`config.mk`:
```
export PLATFORM = sky130hd
export DESIGN_NAME = buffet_fill_ctrl
export DESIGN_NICKNAME = d
export VERILOG_FILES = /design/src/rtl/buffet_fill_ctrl_pkg.sv /design/src/rtl/buffet_fill_ctrl_credit_counter.sv /design/src/rtl/buffet_fill_ctrl.sv
export SDC_FILE = /design/constraint.sdc
export NUM_CORES = 1
export LEC_CHECK = 0
export BUFFER_PORTS_ARGS = -buffer_cell sky130_fd_sc_hd__buf_4
export CAP_MARGIN = 10
export CORE_ASPECT_RATIO = 1.5
export CORE_MARGIN = 2
export CORE_UTILIZATION = 53
export DETAILED_ROUTE_END_ITERATION = 8
export PLACE_DENSITY = 0.81
export SKIP_CTS_REPAIR_TIMING = 1
export SLEW_MARGIN = 0
export SYNTH_ARGS = -nofsm -noshare
export SYNTH_HDL_FRONTEND = slang
export SYNTH_HIERARCHICAL = 1
export SYNTH_SLANG_ARGS = --single-unit
```
`constraint.sdc`:
```
create_clock -name clk_i -period 5 [get_ports clk_i]
set_input_delay 1.5 -clock clk_i [delete_from_list [all_inputs] [get_ports clk_i]]
set_output_delay 1.5 -clock clk_i [all_outputs]
set_load 0.01 [all_outputs]
```
`src/rtl/buffet_fill_ctrl_pkg.sv`:
```
// Shared constants, default parameters and state encoding for the buffet fill sequencer.
package buffet_fill_ctrl_pkg;

  localparam int unsigned AXI_DATA_WIDTH = 32;
  localparam int unsigned WORD_BYTES     = 4;

  localparam int unsigned DefIdxWidth = 8;
  localparam int unsigned DefBufDepth = 256;
  localparam int unsigned DefLenWidth = 16;
  localparam int unsigned DefTimeout  = 1024;

  typedef logic [2:0] state_t;

  localparam state_t StIdle   = 3'd0;
  localparam state_t StWaitCr = 3'd1;
  localparam state_t StIssue  = 3'd2;
  localparam state_t StWaitRd = 3'd3;
  localparam state_t StPush   = 3'd4;
  localparam state_t StErr    = 3'd5;

endpackage

```
`src/rtl/buffet_fill_ctrl_credit_counter.sv`:
```
// Saturating buffet credit counter: reserve on issue, return on error, add freed slots.
module buffet_fill_ctrl_credit_counter
  import buffet_fill_ctrl_pkg::*;
#(
  parameter int unsigned IDX_WIDTH = DefIdxWidth,
  parameter int unsigned BUF_DEPTH = DefBufDepth
) (
  input  logic                 clk_i,
  input  logic                 rst_i,
  input  logic                 reserve_i,
  input  logic                 return_i,
  input  logic                 credit_valid_i,
  input  logic [IDX_WIDTH-1:0] credit_i,
  output logic [IDX_WIDTH:0]   credit_o
);

  // Two bits of headroom so cur + return + credit_in can never wrap before saturation.
  localparam int unsigned SumW = IDX_WIDTH + 2;
  localparam logic [SumW-1:0] Depth = SumW'(BUF_DEPTH);

  logic [IDX_WIDTH:0] credit_q, credit_d;
  logic [SumW-1:0]    sum;

  // Next credit count; a reserve only happens with credit_q > 0, so no underflow.
  always_comb begin
    sum = SumW'(credit_q) + SumW'(return_i) - SumW'(reserve_i);
    if (credit_valid_i) begin
      sum = sum + SumW'(credit_i);
    end
    credit_d = (sum > Depth) ? Depth[IDX_WIDTH:0] : sum[IDX_WIDTH:0];
  end

  // Credit register, full buffet on reset.
  always_ff @(posedge clk_i) begin
    if (rst_i) begin
      credit_q <= Depth[IDX_WIDTH:0];
    end else begin
      credit_q <= credit_d;
    end
  end

  assign credit_o = credit_q;

endmodule

```
`src/rtl/buffet_fill_ctrl.sv`:
```
// Fill sequencer: reads a contiguous run of words via single-beat reads and pushes them
// into the buffet, issuing a read only after a buffet slot has been reserved.
module buffet_fill_ctrl
  import buffet_fill_ctrl_pkg::*;
#(
  parameter int unsigned IDX_WIDTH = DefIdxWidth,
  parameter int unsigned BUF_DEPTH = DefBufDepth,
  parameter int unsigned LEN_WIDTH = DefLenWidth,
  parameter int unsigned TIMEOUT   = DefTimeout
) (
  input  logic                      clk_i,
  input  logic                      rst_i,
  input  logic                      cmd_valid_i,
  output logic                      cmd_ready_o,
  input  logic [31:0]               cmd_addr_i,
  input  logic [LEN_WIDTH-1:0]      cmd_len_i,
  output logic                      rd_req_o,
  output logic [31:0]               rd_addr_o,
  input  logic                      rd_done_i,
  input  logic [AXI_DATA_WIDTH-1:0] rd_data_i,
  input  logic                      rd_err_i,
  output logic [AXI_DATA_WIDTH-1:0] push_data_o,
  output logic                      push_valid_o,
  input  logic                      push_ready_i,
  input  logic [IDX_WIDTH-1:0]      credit_in_i,
  input  logic                      credit_in_valid_i,
  output logic                      credit_in_ready_o,
  output logic                      busy_o,
  output logic                      done_o,
  output logic                      err_o,
  output logic [LEN_WIDTH-1:0]      words_left_o
);

  localparam int unsigned TmoW = (TIMEOUT > 2) ? $clog2(TIMEOUT) : 1;
  // Leave WAIT_RD when the incremented count would reach TIMEOUT-1.
  localparam logic [TmoW-1:0] TmoLast = TmoW'(TIMEOUT - 2);

  state_t                      state_q, state_d;
  logic [31:0]                 addr_q, addr_d;
  logic [LEN_WIDTH-1:0]        len_q, len_d;
  logic [AXI_DATA_WIDTH-1:0]   data_q, data_d;
  logic [TmoW-1:0]             tmo_q, tmo_d;
  logic                        err_q, err_d;
  logic                        done_q, done_d;
  // Low during reset and the first cycle after, so the handshakes stay closed until then.
  logic                        live_q;
  logic [IDX_WIDTH:0]          credits;

  buffet_fill_ctrl_credit_counter #(
    .IDX_WIDTH (IDX_WIDTH),
    .BUF_DEPTH (BUF_DEPTH)
  ) u_credit_counter (
    .clk_i          (clk_i),
    .rst_i          (rst_i),
    .reserve_i      (state_q == StIssue),
    .return_i       (state_q == StErr),
    .credit_valid_i (credit_in_valid_i && live_q),
    .credit_i       (credit_in_i),
    .credit_o       (credits)
  );

  // Sequencer next-state and datapath updates.
  always_comb begin
    state_d = state_q;
    addr_d  = addr_q;
    len_d   = len_q;
    data_d  = data_q;
    tmo_d   = tmo_q;
    err_d   = err_q;
    done_d  = 1'b0;
    unique case (state_q)
      StIdle: begin
        if (cmd_valid_i && cmd_ready_o) begin
          addr_d = cmd_addr_i;
          len_d  = cmd_len_i;
          err_d  = 1'b0;
          if (cmd_len_i == '0) begin
            done_d = 1'b1;
          end else begin
            state_d = StWaitCr;
          end
        end
      end
      StWaitCr: begin
        if (credits != '0) begin
          state_d = StIssue;
        end
      end
      StIssue: begin
        tmo_d   = '0;
        state_d = StWaitRd;
      end
      StWaitRd: begin
        if (rd_done_i) begin
          if (rd_err_i) begin
            state_d = StErr;
          end else begin
            data_d  = rd_data_i;
            state_d = StPush;
          end
        end else begin
          tmo_d = tmo_q + 1'b1;
          if (tmo_q == TmoLast) begin
            state_d = StErr;
          end
        end
      end
      StPush: begin
        if (push_ready_i) begin
          len_d  = len_q - 1'b1;
          addr_d = addr_q + 32'(WORD_BYTES);
          if (len_q == LEN_WIDTH'(1)) begin
            done_d  = 1'b1;
            state_d = StIdle;
          end else begin
            state_d = StWaitCr;
          end
        end
      end
      StErr: begin
        err_d   = 1'b1;
        done_d  = 1'b1;
        state_d = StIdle;
      end
      default: state_d = StIdle;
    endcase
  end

  // State and datapath registers with synchronous reset.
  always_ff @(posedge clk_i) begin
    if (rst_i) begin
      state_q <= StIdle;
      addr_q  <= '0;
      len_q   <= '0;
      data_q  <= '0;
      tmo_q   <= '0;
      err_q   <= 1'b0;
      done_q  <= 1'b0;
      live_q  <= 1'b0;
    end else begin
      state_q <= state_d;
      addr_q  <= addr_d;
      len_q   <= len_d;
      data_q  <= data_d;
      tmo_q   <= tmo_d;
      err_q   <= err_d;
      done_q  <= done_d;
      live_q  <= 1'b1;
    end
  end

  // Outputs decoded from state and registers.
  always_comb begin
    cmd_ready_o       = (state_q == StIdle) && live_q;
    credit_in_ready_o = live_q;
    rd_req_o          = (state_q == StIssue);
    rd_addr_o         = addr_q;
    push_valid_o      = (state_q == StPush);
    push_data_o       = data_q;
    busy_o            = (state_q != StIdle);
    done_o            = done_q;
    err_o             = err_q;
    words_left_o      = len_q;
  end

endmodule
```
==> flow_summary_export.csv, run 1 <==
group,metric,value,unit
setup_path,worst_ep_arrival_time,4.51,ns
setup_path,cp.required,5.19,ns
setup_path,r2r_end,"u_credit_counter/credit_o[0]",
die,die_w,94.31,microns
power,irDropWorstVdd,0.4065,mV
setup_path,critical-path-slowest-cell,"dfxtp_1",
setup_path,critPathMostFrequentCell,"ha_1",
final_layout,fin_area,8223,sq um
power,leakage,0.003251,uW
timing,rsz0062_at_grt,"no",
clocking,clock_path_buffers,2,
die,num_rows,49,
synth,synth_top_cell_by_area,"dfxtp_1",
synth,synth_seq_cells,105,
synth,syn_inst,845,
drt,routed_via_density,6.029,
grt,grt_pass1_vias,6439,
setup_path,cp_cell_sequence,"nand2b_1 -> nor2_1 -> ha_1 -> inv_1 -> ha_1 -> fa_1 -> a21o_1 -> nand4_1 -> nand2_1 -> xor2_1 -> ha_1 -> a21oi_1 -> o21ai_0 -> a31oi_1 -> mux2i_1 -> and3b_1 -> a41oi_2 -> nor4_1",
setup_path,cp_num_buf_inv,1,
die,die_h,139.5,microns
final_layout,final_cell_mix,"191 x buf_4, 123 x nand2_1, 105 x dfxtp_1, 86 x a21oi_1, 58 x nor2_1",
setup_path,end_kind,"flip-flop",
clocking,clk_pin_slew,0.08,ns
final_layout,syn2layout_area_growth,26.82,%
worst_hold_path,whs_path_depth,2,
worst_hold_path,hold_path.class,"flip-flop to flip-flop",
power,comb_power_share,46.6,%
grt,antenna_found_initial,0,
clocking,clk_latency,0.36,ns
setup_path,cpPeakStageDelay,0.51,ns
placed_design,dpl.hpwl,14.31,mm
clocking,cts_tree,"built",
power,clkPwrFrac,23.4,%
synth,synth_area_leaders,"dfxtp_1 32%, nand2_1 7.1%, a21oi_1 6.7%",
timing,setup_ws,0.6741,ns
power,internal_power,1937,uW
final_layout,drive_gt1_share,23.57,%
die,die_area,13150,sq um
setup_path,ff2ff_path_depth,18,
timing,drv_slew,0,
synth,async_flop_share,0,%
setup_path,worst-setup-path-type,"flip-flop to flip-flop",
power,seqPwrFrac,30.0,%
placed_design,placedCellCount,1134,
power,power_density,394.2,nW/um^2
grt,grtUsageTotal,29.55,%
final_layout,fin_nets,1112,
setup_path,timing.rr.start,"state_q[1]",
timing,skew,0.01281,ns
timing,max_freq,231.2,MHz
clocking,clock_sinks,105,
drt,drt-initial-drc-count,339,
clocking,cts_root_buf,"clkbuf_16",
setup_path,path_delay_family,"adder cells",
timing,tightest_slew,1.010,ns
grt,grt_pass1_wl,31.48,mm
die,num_io_pins,182,
synth,syn_area,6484,sq um
setup_path,r2r_setup_slack,0.67,ns
setup_path,crit_path_max_fanout,12,
worst_hold_path,whs_endpoint,"push_data_o[3]",
synth,syn-num-nets,965,
placed_design,portBuffers,181,
die,coreArea,11960,sq um
worst_hold_path,hold_path_startpoint,"push_data_o[3]",
drt,wl_per_cell,17.09,microns
final_layout,fin_cells,1150,
drt,wl,19.65,mm
power,switching_share,40.25,%
timing,period_minus_slack,4.326,ns
power,power_switching,1305,uW
synth,synth_top_area_share,32.42,%
synth,synth_edf_count,0,
final_layout,antenna_cells,0,
timing,min_period_over_period,86.52,%
final_layout,mostFrequentLayoutCell,"buf_4",
placed_design,pre_cts_slack,0.7694,ns
timing,fin_setup_tns,0,ns
clocking,cts_buffers,9,
setup_path,cp-start-kind,"flip-flop",
run_status,status,"complete, no violations",
grt,grt_overflow,0,
synth,yosysWarnings,6,
timing,setup_violations,0,
timing,slew_headroom,32.69,%
placed_design,gp_congestion,0.9060,
clocking,h-tree-depth,3,
drt,ant_nets,0,
die,start_util,54.23,%
synth,ys_types,78,
drt,drc,0,
synth,syn_area_per_cell,7.673,sq um
synth,synthFlopType,"dfxtp_1",
timing,hold_viol,0,
grt,grt_max_degree,93,
drt,num_vias,6933,
drt,first_pass_iters,4,
run,max_cap_violations,0,
synth,yosysSeqAreaShare,32.42,%
placed_design,place_area,7901,sq um
## through the flow
step | utilization, % | hold slack (ns) | power (uW)
2_1_floorplan | - | 0.4539 | 2074
5_1_grt | 68.78 | 0.4750 | 3453
6_report | 68.78 | 0.4579 | 3241
4_1_cts | 68.78 | 0.4578 | 3236
3_5_place_dp | 66.09 | 0.4466 | 2476
3_3_place_gp | 66.09 | 0.4428 | 2449
## worst min-delay path: cells and delay by family (launching register included)
kind	cells	cell delay [ns]
AOI/OAI and AO/OA	1	0.05
and+or+nand+nor	1	0.05
DFF	1	0.31
## metal layers
| metal | track usage (%) | vias up | wire, microns |
|---|---|---|---|
| li1 | - | 3415 | - |
| met1 | 34.75 | 3218 | 7593 |
| met2 | 52.78 | 256 | 10290 |
| met3 | 4.494 | 44 | 1098 |
| met4 | 11.75 | 0 | 665 |
| met5 | 0 | - | 0 |
## area by class of cell
cell class | instances | area, sq um
fillers | 1050 | 3732
inverters | 33 | 123.9
repair buffers | 191 | 1434
flip-flops and latches | 105 | 2102
clock buffers | 9 | 225.2
clock inverters | 7 | 96.34
well taps | 153 | 191.4
multi-input cells | 652 | 4050
## synth_stat cells (4+ instances only)
cell type / count
a21oi_1: 87
xor2_1: 11
nand2b_1: 7
or2_2: 4
mux2i_1: 7
nor4_1: 26
o221ai_1: 6
nor4b_1: 5
nand2_1: 123
and2_0: 5
clkbuf_1: 45
inv_1: 33
a31o_2: 4
a21boi_0: 7
or4_1: 9
nand3_1: 19
nor2_1: 59
or3_1: 8
o21ai_0: 36
and2_1: 10
a22oi_1: 5
a31oi_1: 5
and3_1: 12
a21o_1: 4
nor3b_1: 6
o211ai_1: 7
ha_1: 23
o21a_1: 6
nand3b_1: 6
a311oi_1: 7
nor3_1: 21
dfxtp_1: 105
buf_2: 9
nand4_1: 23
a211oi_1: 13
o32ai_1: 9
xnor2_1: 5
## power by group through the flow
stage / sequential [uW] / clock [uW] / combinational (uW)
after global placement: 990 / 0 / 1460
after global routing: 981 / 805 / 1670
final: 973 / 757 / 1510
after floorplan: 982 / 0 / 1090
after CTS: 971 / 772 / 1490
after detailed placement: 991 / 0 / 1480
## sequential cells by signal, indices dropped and copies added (netlist names)
| signal | count |
|---|---|
| push_data_o | 32 |
| credit_in_ready_o | 1 |
| u_credit_counter/credit_o | 9 |
| words_left_o | 16 |
| state_q | 3 |
| err_o | 1 |
| done_o | 1 |
| rd_addr_o | 32 |
| tmo_q | 10 |
## logic make-up after synthesis
kind of cell | synth area share (%)
compound gates | 25.05
xor+xnor | 2.161
fa+ha+maj | 5.056
buf+inv | 5.268
flops | 32.42
mux | 1.254
simple gates | 28.79
## worst max-delay path by stage
stage | from | endpoint | slack [ns] | cells past startpoint
finish | state_q[1] | u_credit_counter/credit_o[0] | 0.67 | 18
global route | state_q[1] | u_credit_counter/credit_o[0] | 0.42 | 16
floorplan | state_q[2] | u_credit_counter/credit_o[0] | 0.84 | 20
detailed placement | state_q[1] | u_credit_counter/credit_o[0] | 0.77 | 18
global placement | state_q[0] | u_credit_counter/credit_o[0] | 0.84 | 17
CTS | state_q[1] | u_credit_counter/credit_o[0] | 0.72 | 18
(Power assumes the default switching activity.)
==> run 2: changes to the inputs <==
CORE_UTILIZATION = 35   (was 53)
PLACE_DENSITY = not set   (was 0.81)
clock period = 5.2 ns   (was 5 ns; I/O delays follow)
==> flow_summary_export.csv, run 2 (synthesis results as in run 1) <==
group,metric,value,unit
run_status,status,"complete, no violations",
setup_path,r2r_setup_slack,0.81,ns
placed_design,portBuffers,181,
clocking,cts_tree,"built",
power,leakage,0.003244,uW
final_layout,drive_gt1_share,23.65,%
setup_path,worst-setup-path-type,"flip-flop to flip-flop",
drt,wl,21.04,mm
grt,antenna_found_initial,0,
clocking,h-tree-depth,3,
drt,drt-initial-drc-count,668,
final_layout,fin_area,8294,sq um
worst_hold_path,whs_path_depth,2,
grt,grt_overflow,0,
die,die_h,170.7,microns
placed_design,dpl.hpwl,15.46,mm
clocking,cts_buffers,9,
grt,grt_pass1_wl,33.06,mm
power,power,3070,uW
drt,num_vias,6879,
final_layout,multiInputGateArea,4065,sq um
run,max_cap_violations,0,
timing,tightest_slew,0.9133,ns
placed_design,gp_congestion,0.8759,
timing,slew_headroom,38.88,%
setup_path,cp-start-kind,"flip-flop",
setup_path,end_kind,"flip-flop",
setup_path,cp.required,5.42,ns
setup_path,critical-path-slowest-cell,"dfxtp_1",
setup_path,cp_cell_sequence,"nand2b_1 -> nor2_1 -> ha_1 -> inv_1 -> ha_1 -> fa_1 -> a21o_1 -> nand4_1 -> nand2_1 -> xor2_1 -> ha_1 -> a21oi_1 -> o21ai_0 -> a31oi_1 -> mux2i_1 -> and3b_1 -> a41oi_2 -> nor4_1",
die,num_rows,61,
die,die_area,19650,sq um
power,power_density,370.2,nW/um^2
clocking,clk_pin_slew,0.08,ns
drt,wl_per_cell,17.28,microns
timing,rsz0062_at_grt,"no",
final_layout,fillers,1903,
timing,fin_setup_tns,0,ns
worst_hold_path,hold_path_startpoint,"push_data_o[1]",
drt,drc,0,
drt,ant_nets,0,
setup_path,cp_num_buf_inv,1,
setup_path,cpPeakStageDelay,0.53,ns
setup_path,critPathMostFrequentCell,"ha_1",
timing,min_period_over_period,84.47,%
worst_hold_path,hold_path.class,"flip-flop to flip-flop",
timing,max_freq,227.7,MHz
timing,skew,0.01281,ns
setup_path,r2r_end,"u_credit_counter/credit_o[0]",
power,irDropWorstVdd,0.3385,mV
final_layout,area.sequential,2102,sq um
clocking,cts_root_buf,"clkbuf_16",
setup_path,timing.rr.start,"state_q[1]",
timing,whs,0.4548,ns
setup_path,worst_ep_arrival_time,4.61,ns
timing,period_minus_slack,4.392,ns
grt,grt_pass1_vias,6416,
grt,grtUsageTotal,20.82,%
die,die_w,115.1,microns
final_layout,syn2layout_area_growth,27.92,%
grt,grt_max_degree,57,
placed_design,place_area,8008,sq um
drt,routed_via_density,5.648,
clocking,clock_sinks,105,
setup_path,path_delay_family,"adder cells",
final_layout,final_cell_mix,"192 x buf_4, 123 x nand2_1, 105 x dfxtp_1, 86 x a21oi_1, 58 x nor2_1",
timing,drv_slew,0,
clocking,clock_path_buffers,2,
worst_hold_path,whs_endpoint,"push_data_o[1]",
drt,first_pass_iters,7,
die,start_util,35.40,%
final_layout,antenna_cells,0,
clocking,clk_latency,0.36,ns
die,coreArea,18320,sq um
setup_path,ff2ff_path_depth,18,
timing,setup_violations,0,
final_layout,mostFrequentLayoutCell,"buf_4",
setup_path,crit_path_max_fanout,12,
timing,hold_viol,0,
die,num_io_pins,182,
final_layout,fin_nets,1113,
-- run 2: cell types whose count changed in the layout (fill, tap and decap cells not counted), sizes merged --
cell / change
buf: +1
clkinv: +1
bufinv: -1
-- run 2: per-stage QoR --
stage	instances	utilization, %	setup slack (ns)
final	1218	45.28	0.8077
after global routing	1218	45.28	0.4714
after CTS	1218	45.28	0.8081
after detailed placement	1202	43.72	0.8168
after global placement	1202	43.72	0.9451
after floorplan	845	-	1.042
-- run 2: how the worst max path moves through the flow --
stage                                         endpoint        from  cells after the start  slack, ns
after floorplan           u_credit_counter/credit_o[0]  state_q[2]                     20       1.04
after global placement    u_credit_counter/credit_o[0]  state_q[1]                     18       0.95
after detailed placement  u_credit_counter/credit_o[0]  state_q[1]                     18       0.82
after CTS                 u_credit_counter/credit_o[0]  state_q[1]                     18       0.81
after global routing      u_credit_counter/credit_o[0]  state_q[1]                     14       0.47
final                     u_credit_counter/credit_o[0]  state_q[1]                     18       0.81
-- run 2: metal layers --
| layer | global-route usage, % | vias to the layer above | part of all wire [%] |
|---|---|---|---|
| met5 | 0 | - | 0 |
| met4 | 7.596 | 0 | 2.5 |
| met3 | 2.976 | 31 | 4.4 |
| met2 | 38.11 | 189 | 53 |
| met1 | 24.28 | 3256 | 40 |
| li1 | - | 3403 | - |
-- run 2: tightest hold or removal path: cells and delay by family, from the launching register on --
family | cells | cell delay [ns]
DFF | 1 | 0.31
and+or+nand+nor | 1 | 0.05
AOI/OAI and AO/OA | 1 | 0.05
-- run 2: where the power goes --
part | internal (uW) | switching, uW
registers | 860 | 74.0
clock network | 335 | 346
logic | 616 | 838
-- run 2: cell type report --
cell class / instances / area share, %
Sequential cell: 105 / 25.34
Inverter: 33 / 1.493
Clock buffer: 9 / 2.715
Multi-Input combinational cell: 652 / 49.01
Tap cell: 220 / 3.319
Timing Repair Buffer: 192 / 17.38
Clock inverter: 7 / 0.7392
